--- src/rtl/axi4_lite_reg_slave.sv ---
// AXI4-Lite register slave: R/W control registers, read-only status
// registers and a fixed ID word inside one 4 KB window.
module axi4_lite_reg_slave #(
    parameter int          NUM_CTRL   = 8,
    parameter int          NUM_STAT   = 8,
    parameter int          ADDR_W     = 40,
    parameter logic [31:0] CTRL_RESET = 32'h0000_0000,
    parameter logic [31:0] ID_VALUE   = 32'hC0DE_0001
) (
    input  logic                  aclk,
    input  logic                  aresetn,
    input  logic [ADDR_W-1:0]     s_awaddr,
    input  logic [2:0]            s_awprot,
    input  logic                  s_awvalid,
    output logic                  s_awready,
    input  logic [31:0]           s_wdata,
    input  logic [3:0]            s_wstrb,
    input  logic                  s_wvalid,
    output logic                  s_wready,
    output logic [1:0]            s_bresp,
    output logic                  s_bvalid,
    input  logic                  s_bready,
    input  logic [ADDR_W-1:0]     s_araddr,
    input  logic [2:0]            s_arprot,
    input  logic                  s_arvalid,
    output logic                  s_arready,
    output logic [31:0]           s_rdata,
    output logic [1:0]            s_rresp,
    output logic                  s_rvalid,
    input  logic                  s_rready,
    output logic [32*NUM_CTRL-1:0] ctrl_q,
    output logic [NUM_CTRL-1:0]   ctrl_wr,
    input  logic [32*NUM_STAT-1:0] stat_d
);

    localparam logic [1:0] RESP_OKAY   = 2'b00;
    localparam logic [1:0] RESP_SLVERR = 2'b10;

    localparam logic [1:0] HIT_CTRL = 2'd0;
    localparam logic [1:0] HIT_STAT = 2'd1;
    localparam logic [1:0] HIT_ID   = 2'd2;
    localparam logic [1:0] HIT_NONE = 2'd3;

    // Classify a word offset (addr[11:2]); the ID word wins over the status range.
    function automatic logic [1:0] decode(input logic [9:0] off);
        logic [1:0] kind;
        if (off == 10'h3FF)
            kind = HIT_ID;
        else if (!off[9] && (off[8:0] < 9'(NUM_CTRL)))
            kind = HIT_CTRL;
        else if (off[9] && (off[8:0] < 9'(NUM_STAT)))
            kind = HIT_STAT;
        else
            kind = HIT_NONE;
        return kind;
    endfunction

    logic        aw_held;
    logic        w_held;
    logic [9:0]  aw_off_q;
    logic [31:0] w_data_q;
    logic [3:0]  w_strb_q;
    logic        aw_hs;
    logic        w_hs;
    logic        commit;
    logic [9:0]  wr_off;
    logic [31:0] wr_data;
    logic [3:0]  wr_strb;
    logic [1:0]  wr_kind;
    logic [31:0] ctrl_r [NUM_CTRL];

    logic        ar_hs;
    logic [9:0]  rd_off;
    logic [31:0] rd_data;
    logic [1:0]  rd_resp;

    // Protection bits, window-select bits and byte-lane bits play no part in decode.
    logic unused_ok;
    assign unused_ok = ^{s_awprot, s_arprot, s_awaddr[ADDR_W-1:12], s_araddr[ADDR_W-1:12],
                         s_awaddr[1:0], s_araddr[1:0]};

    assign s_awready = !aw_held && !s_bvalid;
    assign s_wready  = !w_held && !s_bvalid;
    assign aw_hs     = s_awvalid && s_awready;
    assign w_hs      = s_wvalid && s_wready;

    // A write commits on the edge that completes the AW/W pair.
    assign commit  = (aw_held || aw_hs) && (w_held || w_hs) && (aw_hs || w_hs);
    assign wr_off  = aw_hs ? s_awaddr[11:2] : aw_off_q;
    assign wr_data = w_hs ? s_wdata : w_data_q;
    assign wr_strb = w_hs ? s_wstrb : w_strb_q;
    assign wr_kind = decode(wr_off);

    for (genvar g = 0; g < NUM_CTRL; g++) begin : g_ctrl_out
        assign ctrl_q[32*g +: 32] = ctrl_r[g];
    end

    // Capture whichever half of the write pair arrives first.
    always_ff @(posedge aclk) begin
        if (aw_hs)
            aw_off_q <= s_awaddr[11:2];
        if (w_hs) begin
            w_data_q <= s_wdata;
            w_strb_q <= s_wstrb;
        end
    end

    // Holding flags and the write response channel.
    always_ff @(posedge aclk or negedge aresetn) begin
        if (!aresetn) begin
            aw_held  <= 1'b0;
            w_held   <= 1'b0;
            s_bvalid <= 1'b0;
            s_bresp  <= RESP_OKAY;
        end else if (commit) begin
            aw_held  <= 1'b0;
            w_held   <= 1'b0;
            s_bvalid <= 1'b1;
            s_bresp  <= (wr_kind == HIT_CTRL) ? RESP_OKAY : RESP_SLVERR;
        end else begin
            if (aw_hs)
                aw_held <= 1'b1;
            if (w_hs)
                w_held <= 1'b1;
            if (s_bvalid && s_bready)
                s_bvalid <= 1'b0;
        end
    end

    // Control registers: bytewise update and a one-cycle write pulse per register.
    always_ff @(posedge aclk or negedge aresetn) begin
        if (!aresetn) begin
            for (int i = 0; i < NUM_CTRL; i++)
                ctrl_r[i] <= CTRL_RESET;
            ctrl_wr <= '0;
        end else begin
            ctrl_wr <= '0;
            for (int i = 0; i < NUM_CTRL; i++) begin
                if (commit && (wr_kind == HIT_CTRL) && (wr_off[8:0] == 9'(i))) begin
                    ctrl_wr[i] <= 1'b1;
                    for (int b = 0; b < 4; b++)
                        if (wr_strb[b])
                            ctrl_r[i][8*b +: 8] <= wr_data[8*b +: 8];
                end
            end
        end
    end

    assign s_arready = !s_rvalid;
    assign ar_hs     = s_arvalid && s_arready;
    assign rd_off    = s_araddr[11:2];

    // Read data mux; unmapped offsets return zero with SLVERR.
    always_comb begin
        rd_data = '0;
        rd_resp = RESP_SLVERR;
        case (decode(rd_off))
            HIT_CTRL: begin
                rd_resp = RESP_OKAY;
                for (int i = 0; i < NUM_CTRL; i++)
                    if (rd_off[8:0] == 9'(i))
                        rd_data = ctrl_r[i];
            end
            HIT_STAT: begin
                rd_resp = RESP_OKAY;
                for (int i = 0; i < NUM_STAT; i++)
                    if (rd_off[8:0] == 9'(i))
                        rd_data = stat_d[32*i +: 32];
            end
            HIT_ID: begin
                rd_resp = RESP_OKAY;
                rd_data = ID_VALUE;
            end
            default: ;
        endcase
    end

    // Read response register; held stable until the master accepts it.
    always_ff @(posedge aclk or negedge aresetn) begin
        if (!aresetn) begin
            s_rvalid <= 1'b0;
            s_rdata  <= '0;
            s_rresp  <= RESP_OKAY;
        end else if (ar_hs) begin
            s_rvalid <= 1'b1;
            s_rdata  <= rd_data;
            s_rresp  <= rd_resp;
        end else if (s_rvalid && s_rready) begin
            s_rvalid <= 1'b0;
        end
    end

endmodule

--- config.mk ---
export PLATFORM = sky130hd
export DESIGN_NAME = axi4_lite_reg_slave
export DESIGN_NICKNAME = d
export VERILOG_FILES = /design/src/rtl/axi4_lite_reg_slave.sv
export SDC_FILE = /design/constraint.sdc
export NUM_CORES = 1
export LEC_CHECK = 0
export CAP_MARGIN = 20
export CORE_AREA = 2 2 270 272
export CTS_CLUSTER_DIAMETER = 80
export CTS_CLUSTER_SIZE = 14
export DETAILED_ROUTE_END_ITERATION = 12
export DIE_AREA = 0 0 272 274
export HOLD_SLACK_MARGIN = 0.1
export PLACE_DENSITY_LB_ADDON = 0.25
export RECOVER_POWER = 25
export SETUP_SLACK_MARGIN = 0.15
export SYNTH_ARGS = -nofsm -noshare
export SYNTH_HDL_FRONTEND = slang
export SYNTH_SLANG_ARGS = --single-unit
--- constraint.sdc ---
create_clock -name aclk -period 3.6 [get_ports aclk]
set_clock_uncertainty 0.15 [all_clocks]
set_input_delay 0.36 -clock aclk [delete_from_list [all_inputs] [get_ports aclk]]
set_output_delay 0.36 -clock aclk [all_outputs]
set_load 0.01 [all_outputs]
==> impl_metrics.env, run 1 <==
export IMPL_fmax_mhz=314
export IMPL_cts_root_buf="clkbuf_16"
export IMPL_cts_tree="yes"
export IMPL_io_pins=690
export IMPL_worstHoldPathType="input port to register"
export IMPL_top_usage_layer="met2"
export IMPL_async_flop_share=0.868
export IMPL_globalRouteOverflowTotal=0
export IMPL_clock_power_share=0.325
export IMPL_finalSetupTns_ns=0
export IMPL_critPathMaxStageDelay_ns=0.76
export IMPL_nets=2633
export IMPL_finalHoldViolations=0
export IMPL_worstSetupPathType="register to register"
export IMPL_status="finished, violations left"
export IMPL_yosysWarnings=0
export IMPL_die_area_um2=74500
export IMPL_combinationalPowerShare=0.263
export IMPL_path_clk_slew_ns=0.07
export IMPL_rsz0062_at_grt="no"
export IMPL_portBuffers=621
export IMPL_cts_sinks=348
export IMPL_gr_usage_met1=0.314
export IMPL_crit_family="simple AND/OR/NAND/NOR gates"
export IMPL_start_kind="register"
export IMPL_finalNonFillerCells=3236
export IMPL_cts_resized=0
export IMPL_internal_power_w=0.00758
export IMPL_grtUsageMet2=0.449
export IMPL_post_cts_setup_buffers=0
export IMPL_path_max_fanout=11
export IMPL_start_util=0.245
export IMPL_area_delta_synth_final_pct=51.7
export IMPL_cts_buffers=34
export IMPL_synth_enable_flop_cells=0
export IMPL_drive_gt1_frac=0.242
export IMPL_syn_area_per_cell_um2=11.1
export IMPL_tightest_slew_ns=2.65
export IMPL_violations="max-capacitance violations, max-slew violations"
export IMPL_drt_pass1_iterations=5
export IMPL_finalPower_w=0.0112
export IMPL_end_kind="register"
export IMPL_critPathArrivalTime_ns=3.45
export IMPL_maxCapViolCount=1
export IMPL_crit_required_ns=3.86
export IMPL_synth_seq_cells=348
export IMPL_vdd_ir_drop_max_v=0.000262
export IMPL_slew_headroom=-0.766
export IMPL_cts_max_path_buffers=3
export IMPL_setup_viol=0
export IMPL_placed_area_um2=25700
export IMPL_p_switching_w=0.00358
export IMPL_syn_area_um2=17600
export IMPL_slowest_stage="nor2_1"
export IMPL_worst_skew_pair_late_latency_ns=0.55
export IMPL_place_ws_ns=0.00146
export IMPL_cts_htree_levels=2
export IMPL_synth_ff_type="dfrtp_1"
export IMPL_netSwitchingFraction=0.321
export IMPL_post_synth_and_or_nand_nor_area_fraction=0.0869
export IMPL_dieHeight_um=274
export IMPL_vias=16900
export IMPL_synth_compound_area_frac=0.159
export IMPL_p_per_area_nw_per_um2=417
export IMPL_ys_seq_area_frac=0.481
export IMPL_synthAdderAreaFrac=0
export IMPL_synth_top_family_by_area="multiplexers"
export IMPL_antenna_found_initial=7
export IMPL_yosysUniqueCellTypes=71
export IMPL_avgRoutedWirePerCell_um=30.3
export IMPL_worst_path_buf_inv=1
export IMPL_post_route_period_util=0.886
export IMPL_drtIter0Drc=1207
export IMPL_setup_slack_ns=0.412
export IMPL_grt_pass1_vias=18000
export IMPL_min_period_ns=3.19
export IMPL_final_max_slew_viol_count=100
export IMPL_seqPwrFrac=0.412
export IMPL_antenna_left=0
export IMPL_drc_errors=0
export IMPL_synthMuxAreaShare=0.246
export IMPL_globalRouteMet3Util=0.0604
export IMPL_num_rows=99
export IMPL_postCtsHoldBufs=1
export IMPL_crit_chain="nor3b_4 > buf_12 > mux2i_2 > nand2_1 > nor2_1 > nand2_2 > mux2_2"
export IMPL_drt_wl_total_um=97900
export IMPL_syn_inst=1588
export IMPL_grt_max_degree=104
export IMPL_dp_hpwl_um=73000
export IMPL_synth_xor_area_frac=0
export IMPL_dieWidth_um=272
export IMPL_grt_pass1_wl_um=135000
export IMPL_dp_cells=3170
export IMPL_rrSetupSlack_ns=0.41
export IMPL_core_area_um2=72000
export IMPL_via_per_inst=5.24
export IMPL_leakagePower_nw=11.3
export IMPL_final_area_um2=26800
export IMPL_gp_congestion=0.894
export IMPL_grt_usage=0.256
power groups by stage:
stage,Combinational [W],Clock [W],Sequential [W]
global route,0.00312,0.00384,0.00464
finish,0.00294,0.00363,0.00459
floorplan,0.00128,0,0.00467
global placement,0.00289,0,0.00464
CTS,0.00295,0.00370,0.00459
detailed placement,0.00294,0,0.00467
worst register-to-register path, delay by kind of cell (launching register included):
family	cells	cell delay, ns
and+or+nand+nor	4	1.64
muxes	2	0.60
DFF	1	0.47
buffers and inverters	1	0.19
placed cells by master, fill, tap and decap left out, types with 4 or more instances in the layout:
master,instances
nor2b_1,4
diode_2,4
o22ai_1,53
nand2b_1,7
dfxtp_1,46
mux2i_1,30
o32ai_1,4
mux2_2,322
o311ai_0,5
nor2_8,8
a21oi_1,131
a22oi_1,20
clkdlybuf4s50_1,617
nand2_2,26
clkbuf_16,37
nor2_1,88
buf_12,14
a22o_1,10
o32a_1,5
a31oi_1,14
dfrtp_1,302
nand3_1,26
o2111ai_1,4
o211ai_1,26
mux4_2,13
mux2_1,8
a221oi_1,8
clkbuf_1,19
inv_1,13
nand2_1,68
buf_4,89
o21ai_0,114
a211oi_1,7
o221ai_1,19
and2_1,6
nor3_1,21
a21o_1,12
registers in the layout, indices dropped and copies added (netlist names):
name	cells
ctrl_q	256
s_rdata	32
w_data_q	32
aw_off_q	10
ctrl_wr	8
w_strb_q	4
aw_held	1
s_bresp	1
s_bvalid	1
s_rresp	1
s_rvalid	1
w_held	1
cells in the mapped netlist, drive strengths merged, types with 19 or more instances:
cell type | number | share of area
o221ai | 19 | 0.0094
nor2 | 101 | 0.029
o211ai | 26 | 0.011
mux2 | 330 | 0.21
o21ai | 114 | 0.032
nand2 | 94 | 0.023
buf | 29 | 0.0084
a22oi | 20 | 0.0085
dfrtp | 302 | 0.43
dfxtp | 46 | 0.052
nor3 | 26 | 0.0089
o22ai | 53 | 0.019
mux2i | 32 | 0.019
clkbuf | 75 | 0.016
a21oi | 131 | 0.037
nand3 | 27 | 0.0077
layout make-up:
| type | instances | area (µm²) |
|---|---|---|
| Multi-Input combinational cell | 1122 | 8770 |
| Inverter | 15 | 57.6 |
| Clock buffer | 55 | 1000 |
| Antenna cell | 4 | 10.0 |
| Sequential cell | 348 | 8480 |
| Tap cell | 959 | 1200 |
| Fill cell | 7147 | 45200 |
| Timing Repair Buffer | 727 | 7170 |
| Clock inverter | 6 | 68.8 |
per-layer routing:
metal	vias to the layer above	wire [µm]
met3	127	7610
met1	8660	39800
met4	2	2160
met5	-	14
met2	877	48300
li1	7279	-
metrics by stage:
| stage | utilization | hold WS (ns) |
|---|---|---|
| finish | 0.372 | 0.258 |
| global route | 0.372 | 0.262 |
| CTS | 0.372 | 0.219 |
| detailed placement | 0.357 | 0.321 |
| global placement | 0.357 | 0.305 |
| floorplan | - | -0.0856 |
logic make-up (layout without fill, tap and decap cells):
logic type	Yosys count	after routing
other	1	6
buffers and inverters	119	803
and+or+nand+nor	293	293
DFF	348	348
muxes	375	375
AOI/OAI and AO/OA	452	452
final timing paths:
| path | cells after the start | end | start |
|---|---|---|---|
| setup / recovery | 7 | ctrl_q[178] | s_bvalid |
| hold / removal | 3 | s_bvalid | s_bready |
| setup reg to reg | 7 | ctrl_q[178] | s_bvalid |
| hold reg to reg | 1 | aw_off_q[4] | aw_off_q[4] |
| max in group asynchronous | 3 | ctrl_q[164] | aresetn |
| min in group asynchronous | 2 | ctrl_q[197] | aresetn |
Note: power is estimated with default switching activity, not from simulation.
==> run 2: changes to the inputs <==
--- a/config.mk
+++ b/config.mk
@@ -11,6 +11,7 @@
 export CTS_CLUSTER_SIZE = 14
 export DETAILED_ROUTE_END_ITERATION = 12
 export DIE_AREA = 0 0 272 274
+export DONT_BUFFER_PORTS = 1
 export HOLD_SLACK_MARGIN = 0.1
 export PLACE_DENSITY_LB_ADDON = 0.25
 export RECOVER_POWER = 25
==> run 2 against run 1 <==
Net effect: the flow finishes with violations (negative hold slack); die area unchanged; cell area decreased by 20%; global-route usage decreased by 0.22 points; core utilization fell by 7.3 points; sequential cell count stayed put; sequential power is 3% higher; combinational power fell by 30%; total power is 9.5% lower; highest routed layer unchanged.
==> impl_metrics.env, run 2 (synthesized netlist as in run 1, its figures left out) <==
export IMPL_status="finished, violations left"
export IMPL_violations="negative hold slack"
export IMPL_dieWidth_um=272
export IMPL_placed_area_um2=19100
export IMPL_largest_reg_flops=256
export IMPL_die_area_um2=74500
export IMPL_globalRouteMet3Util=0.0750
export IMPL_grt_usage=0.253
export IMPL_cts_max_path_buffers=3
export IMPL_drtIter0Drc=1374
export IMPL_worst_hold_slack_ns=-0.701
export IMPL_rr_worst_depth=7
export IMPL_cts_buffers=31
export IMPL_final_cell_mix="mux2_2, dfrtp_1, dlygate4sd3_1"
export IMPL_finalHoldViolations=302
export IMPL_drc_errors=0
export IMPL_num_rows=99
export IMPL_dp_hpwl_um=68100
export IMPL_area_delta_synth_final_pct=21.8
export IMPL_portBuffers=0
export IMPL_avgRoutedWirePerCell_um=35.9
export IMPL_fill_cells=7478
export IMPL_dp_cells=2513
export IMPL_fmax_mhz=299
export IMPL_r2r_start="s_rvalid"
export IMPL_drt_wl_total_um=97900
export IMPL_slew_headroom=0.195
export IMPL_rrSetupSlack_ns=0.40
export IMPL_worstHoldPathType="input port to async pin"
export IMPL_top_usage_layer="met2"
export IMPL_timing_rr_end="s_rdata[30]"
export IMPL_critPathArrivalTime_ns=3.74
export IMPL_grtUsageMet2=0.424
export IMPL_dieHeight_um=274
export IMPL_finalNonFillerCells=2726
export IMPL_path_clk_slew_ns=0.08
export IMPL_io_pins=690
export IMPL_antenna_found_initial=24
export IMPL_worst_skew_pair_late_latency_ns=0.61
export IMPL_grt_max_degree=303
export IMPL_gp_congestion=0.902
export IMPL_cts_root_buf="clkbuf_16"
export IMPL_crit_required_ns=4.00
export IMPL_core_area_um2=72000
export IMPL_grt_pass1_vias=15900
export IMPL_start_util=0.245
export IMPL_gr_usage_met1=0.302
export IMPL_rsz0062_at_grt="no"
export IMPL_setup_viol=0
export IMPL_nets=2114
export IMPL_end_kind="register"
export IMPL_mostFrequentLayoutCell="mux2_2"
export IMPL_grt_pass1_wl_um=132000
export IMPL_min_period_ns=3.34
export IMPL_worstSetupPathType="input port to register"
export IMPL_start_kind="input port"
export IMPL_post_route_period_util=0.928
export IMPL_maxCapViolCount=0
export IMPL_cts_tree="yes"
export IMPL_p_per_area_nw_per_um2=470
export IMPL_final_max_slew_viol_count=0
export IMPL_cts_htree_levels=1
export IMPL_final_area_um2=21500
export IMPL_drive_gt1_frac=0.292
export IMPL_vdd_ir_drop_max_v=0.000244
export IMPL_postCtsHoldBufs=140
export IMPL_tightest_slew_ns=1.20
export IMPL_path_max_fanout=5
export IMPL_leakagePower_nw=9.39
export IMPL_vias=15500
export IMPL_via_per_inst=5.68
export IMPL_startpoint="s_araddr[7]"
export IMPL_fin_util=0.298
export IMPL_cts_sinks=348
export IMPL_drt_pass1_iterations=5
export IMPL_antenna_left=0
export IMPL_finalSetupTns_ns=0
export IMPL_globalRouteOverflowTotal=0
-- run 2: per-layer routing --
metal | vias up | wire length, µm | part of all wire
met5 | - | 10 | 0.00010
met4 | 2 | 5060 | 0.052
met3 | 275 | 9780 | 0.10
met2 | 1048 | 45700 | 0.47
met1 | 7897 | 37400 | 0.38
li1 | 6266 | - | -
-- run 2: how the worst max path moves through the flow --
stage | end | slack, ns | depth (start not counted)
finish | s_rdata[22] | 0.26 | 8
global route | s_rdata[22] | 0.17 | 8
CTS | ctrl_q[181] | 0.17 | 7
detailed placement | ctrl_q[187] | 0.17 | 7
global placement | ctrl_q[190] | 0.20 | 7
floorplan | ctrl_q[48] | 0.88 | 7
-- run 2: repair_timing --
action | CTS | global route
hold endpoints to repair | 646 | 302
resized for setup | 0 | 1
endpoints found under the setup margin | 0 | 21
setup buffers | 0 | 2
-- run 2: cell type report --
class	instances	area (µm²)	share of cell area
sequential	348	8480	0.395
tap	959	1200	0.0559
clock inverter	7	61.3	0.00285
antenna	15	37.5	0.00175
timing repair buffer	211	2010	0.0934
inverter	15	57.6	0.00268
multi-input combinational	1122	8780	0.409
clock buffer	49	863	0.0402
-- run 2: power breakdown --
| part | switching [W] | leakage [nW] | internal (W) |
|---|---|---|---|
| logic | 0.00132 | 4.35 | 0.000745 |
| registers | 0.000383 | 4.59 | 0.00434 |
| clock network | 0.00164 | 0.448 | 0.00166 |
-- run 2: stage by stage --
stage | hold slack, ns | worst slack, ns | total power, W
finish | -0.701 | 0.258 | 0.0101
global route | -0.732 | 0.172 | 0.0105
CTS | -0.744 | 0.168 | 0.0101
detailed placement | -0.0723 | 0.170 | 0.00670
global placement | -0.0730 | 0.202 | 0.00662
floorplan | -0.0856 | 0.885 | 0.00595
-- run 2: critical path: stages --
cell,delay (ns)
or4_2,0.76
nor3_1,0.47
a21boi_0,0.22
dlygate4sd3_1,0.57
o2111ai_1,0.12
dlygate4sd3_1,0.59
nand3_1,0.09
dlygate4sd3_1,0.56
